File: config.mk
export PLATFORM = sky130hd
export DESIGN_NAME = demux_stream
export DESIGN_NICKNAME = d
export VERILOG_FILES = /design/src/rtl/demux_stream.sv
export SDC_FILE = /design/constraint.sdc
export NUM_CORES = 1
export LEC_CHECK = 0
export ABC_AREA = 1
export BUFFER_PORTS_ARGS = -buffer_cell sky130_fd_sc_hd__buf_2
export CORE_ASPECT_RATIO = 0.9
export CORE_UTILIZATION = 55
export CTS_BUF_LIST = sky130_fd_sc_hd__clkbuf_4 sky130_fd_sc_hd__clkbuf_8
export CTS_CLUSTER_SIZE = 8
export DETAILED_ROUTE_END_ITERATION = 8
export PLACE_DENSITY = 0.81
export SLEW_MARGIN = 20
export SYNTH_ARGS = -nofsm -noshare
export SYNTH_HDL_FRONTEND = slang
export SYNTH_SLANG_ARGS = --single-unit
File: constraint.sdc
create_clock -name clk -period 4.5 [get_ports clk]
set_input_delay 0.225 -clock clk [delete_from_list [all_inputs] [get_ports clk]]
set_output_delay 0.225 -clock clk [all_outputs]
set_load 0.05 [all_outputs]
File: src/rtl/demux_stream.sv
// demux_stream: routes a valid/ready input stream to one of CHANNELS output
// channels, or to all of them when in_bcast is high. Each channel has a
// one-entry holding register that can drain and reload in the same cycle.
// Optional build macro DEMUX_SEL_CHECK_EN: when defined, a unicast whose
// in_sel is >= CHANNELS is accepted and dropped, and err pulses for one
// cycle. When undefined, such a word is routed to channel CHANNELS-1 and
// err is tied low.
module demux_stream #(
   parameter int WIDTH    = 8,
   parameter int CHANNELS = 4,
   localparam int SEL_W   = $clog2(CHANNELS)
) (
   input  logic                      clk,
   input  logic                      rst,
   input  logic                      in_valid,
   output logic                      in_ready,
   input  logic [WIDTH-1:0]          in_data,
   input  logic [SEL_W-1:0]          in_sel,
   input  logic                      in_bcast,
   output logic [CHANNELS-1:0]       out_valid,
   output logic [CHANNELS*WIDTH-1:0] out_data,
   input  logic [CHANNELS-1:0]       out_ready,
   output logic                      err
);

   localparam logic [SEL_W:0] CH_CNT = (SEL_W+1)'(CHANNELS);

   logic [CHANNELS-1:0]            valid_q;
   logic [CHANNELS-1:0][WIDTH-1:0] data_q;
   logic [CHANNELS-1:0]            free;
   logic [CHANNELS-1:0]            drain;
   logic [CHANNELS-1:0]            tgt;
   logic [CHANNELS-1:0]            load;
   logic [SEL_W-1:0]               eff_sel;
   logic                           in_range;
   logic                           drop;
   logic                           accept;

   // Resolve the effective destination and whether the word is dropped
   always_comb begin
      in_range = ({1'b0, in_sel} < CH_CNT);
`ifdef DEMUX_SEL_CHECK_EN
      drop    = ~in_bcast & ~in_range;
      eff_sel = in_sel;
`else
      drop    = 1'b0;
      eff_sel = in_range ? in_sel : SEL_W'(CHANNELS - 1);
`endif
   end

   // Per-channel free/drain status, target mask and the input handshake.
   // A dropped word has an empty target mask, so the AND over untargeted
   // channels makes it ready unconditionally.
   always_comb begin
      free  = ~valid_q | out_ready;
      drain = valid_q & out_ready;
      tgt   = '0;
      for (int unsigned k = 0; k < CHANNELS; k++) begin
         tgt[k] = in_bcast | (~drop & (eff_sel == SEL_W'(k)));
      end
      in_ready = ~rst & (&(free | ~tgt));
      accept   = in_valid & in_ready;
      load     = tgt & {CHANNELS{accept}};
   end

   // Holding registers: reload wins over drain, drain clears data to zero
   always_ff @(posedge clk or posedge rst) begin
      if (rst) begin
         valid_q <= '0;
         data_q  <= '0;
      end else begin
         for (int unsigned k = 0; k < CHANNELS; k++) begin
            if (load[k]) begin
               valid_q[k] <= 1'b1;
               data_q[k]  <= in_data;
            end else if (drain[k]) begin
               valid_q[k] <= 1'b0;
               data_q[k]  <= '0;
            end
         end
      end
   end

   // Flatten the holding registers onto the output bus, zero when empty
   always_comb begin
      out_valid = valid_q;
      out_data  = '0;
      for (int unsigned k = 0; k < CHANNELS; k++) begin
         out_data[k*WIDTH +: WIDTH] = valid_q[k] ? data_q[k] : '0;
      end
   end

`ifdef DEMUX_SEL_CHECK_EN
   logic err_q;

   // One-cycle error pulse after a dropped out-of-range unicast is accepted
   always_ff @(posedge clk or posedge rst) begin
      if (rst) begin
         err_q <= 1'b0;
      end else begin
         err_q <= accept & drop;
      end
   end

   assign err = err_q;
`else
   assign err = 1'b0;
`endif

endmodule

==> summary.txt <==
Outcome
  • Status: finished clean

Global route
  • Grt total ovfl: 0
  • Total GRT Usage: 0.2499
  • First-pass GRT wire length: 7.010 mm
  • Largest net degree at the start of global routing: 38
  • Initial antenna violation count: 0
  • Vias in the first global route: 1484

Logic synthesis
  • Post-synthesis sequential area ratio: 0.4545
  • Avg Cell Area, Syn: 8.024 sq um
  • Post-Syn Instances: 247
  • Synthesized flop and latch total: 36
  • Cell area after synthesis: 1982 sq um
  • Netlist cell types: 19
  • Syn. warnings: 0
  • Syn nets: 265

Die
  • Width of the die: 65.28 um
  • Die height: 58.95 um
  • Die footprint: 3848 sq um
  • Core area: 3403 sq um
  • FP Rows: 20
  • Initial Util: 0.5824
  • Num ports: 56

STA
  • Final setup violation count: 0
  • Worst Clk Skew: 0.006619 ns
  • RSZ-0062 raised after global routing: false
  • Fmax achieved: 0.4568 GHz
  • Fin crit share: 0.4865
  • Slew Viols, Final: 0
  • Worst Tran Pin Value: 0.7070 ns
  • Max-slew headroom: 0.5287
  • Final hold vios: 0
  • Tmin final: 2.189 ns
  • Setup TNS: 0 ns

Critical path
  • Critical Path RT: 4.28 ns
  • Worst EP arrival: 1.96 ns
  • Worst flop-to-flop path startpoint: out_valid[3]
  • CP Cell Sequence: inv_1 > nor2_1 > nand2_1 > nand3_4 > nor2_8 > buf_2
  • Worst Path Buf+Inv: 2
  • CP Capture Type: output port
  • Slowest stage cell, crit path: dfrtp_1
  • Critical Path Source: out_valid[3]
  • Critical path fanouts, max: 37
  • FF-to-FF path depth: 8
  • Top delay family on crit path: simple AND/OR/NAND/NOR gates
  • Crit Path Category: reg -> out
  • Number of cells on the critical path: 6
  • Crit-path max cell delay: 0.49 ns
  • Crit path launch type: flop

Route
  • Total Wirelength: 4.338 mm
  • Initial drt markers: 118
  • Routed vias: 1781
  • DRC Markers: 0
  • WL per Instance: 12.68 um
  • DR vias/cell: 5.208
  • Detailed-router iteration count before antenna repair: 5
  • Antenna Nets Post-Route: 0

Clocking
  • Clock sinks: 36
  • TritonCTS Buffers: 5
  • TritonCTS clock tree: built
  • CTS Hold Bufs: 0
  • Number of gates resized after CTS: 0
  • Setup bufs post-CTS: 0
  • H-tree levels: 2
  • Worst-skew pair later-pin latency: 0.30 ns
  • Clk slew on worst S/H paths: 0.07 ns
  • Root buf cell: clkbuf_8
  • CTS max path bufs: 2

Pwr
  • P_leak: 1.506 nW
  • VDD IR max: 0.0002711 V
  • Cell Pwr Density: 419.8 nW/um^2

Hold path
  • Hold Path Class: in -> async

Run
  • Max cap viols: 0

Cells and area
  • Filler cell count: 315
  • Most frequent cells in the layout: 71 x nand2_1, 54 x buf_2, 39 x inv_1, 36 x dfrtp_1
  • Final Cell Area: 2338 sq um
  • Area grow syn2layout: 17.99%
  • Final core utilization: 0.6871
  • Net count, final: 315
  • Share of cells above drive strength 1: 0.2651
  • Ant diodes: 0
  • Commonest non-fill, non-tap cell in the layout: nand2_1

Placed design
  • IO Port Bufs: 54
  • Area post-placement: 2227 sq um
  • GP Congestion: 0.7938
  • Post-detail-place hpwl: 2.899 mm
## flip-flops by register name, summed over array words and instances, names as in the netlist
signal     cells
data_q        32
out_valid      4
## worst min-delay path, delay by kind of cell
| family | cells | cell delay [ns] |
|---|---|---|
| buf+inv | 3 | 0.56 |
## power breakdown
part / internal, W / switching, W
Sequential: 0.000385 / 0.0000434
Combinational: 0.0000693 / 0.000198
Clock: 0.000170 / 0.000115
## final timing paths
check | endpoint | slack [ns]
max reg2reg | data_q[3] | 2.63
min | data_q[30] | 0.03
min in group clk | out_valid[3] | 0.12
max in group asynchronous | data_q[17] | 4.12
min reg2reg | data_q[1] | 0.50
max | in_ready | 2.31
## cell usage after synthesis
master     n  share of area
nand2_2    6          0.019
nand4_1   32           0.10
clkinv_2   1         0.0025
nand3_4    5          0.044
nand2_4    2          0.011
o21ai_1    4          0.010
buf_1      1         0.0019
buf_2      7          0.018
buf_4      1         0.0038
o21ai_2    1         0.0044
conb_1     1         0.0019
nor2_8     1          0.010
dfrtp_1   36           0.45
nand2_1   71           0.13
buf_8      2          0.015
buf_6      1         0.0057
nand3_1   32          0.081
inv_1     39          0.074
nor2_1     4         0.0076
## logic make-up after synthesis
kind of cell           after synthesis  share of synthesized area
flip-flops                          36                     0.4545
AO/OA/AOI/OAI                        5                    0.01452
buffers and inverters               52                     0.1206
other                                1                   0.001892
AND/OR/NAND/NOR                    153                     0.4085
## cell type report
| class | count | area (sq um) | area share |
|---|---|---|---|
| flip-flops and latches | 36 | 900.9 | 0.3852 |
| multi-input cells | 159 | 842.1 | 0.3601 |
| repair buffers | 55 | 277.8 | 0.1188 |
| inverters | 40 | 151.4 | 0.06474 |
| clock buffers | 6 | 76.32 | 0.03264 |
| well taps | 44 | 55.05 | 0.02354 |
| clock inverters | 2 | 35.03 | 0.01498 |
## metrics by stage
step | power [W] | hold slack [ns] | cells | setup slack [ns]
floorplan | 0.0006445 | 0.3056 | 247 | 2.590
global route | 0.001036 | 0.07559 | 342 | 2.171
global placement | 0.0006943 | 0.3611 | 334 | 2.531
finish | 0.0009817 | 0.03324 | 342 | 2.311
detailed placement | 0.0007008 | 0.3743 | 334 | 2.503
CTS | 0.0009887 | 0.05202 | 342 | 2.294
## per-layer routing
metal / up-vias / wire (um) / global-route usage
met5: - / 0 / 0
met4: 0 / 80 / 0.1304
met3: 8 / 280 / 0.06008
met2: 69 / 2016 / 0.3770
met1: 798 / 1960 / 0.3350
li1: 906 / - / -
Power figures use the tool's default switching activity.
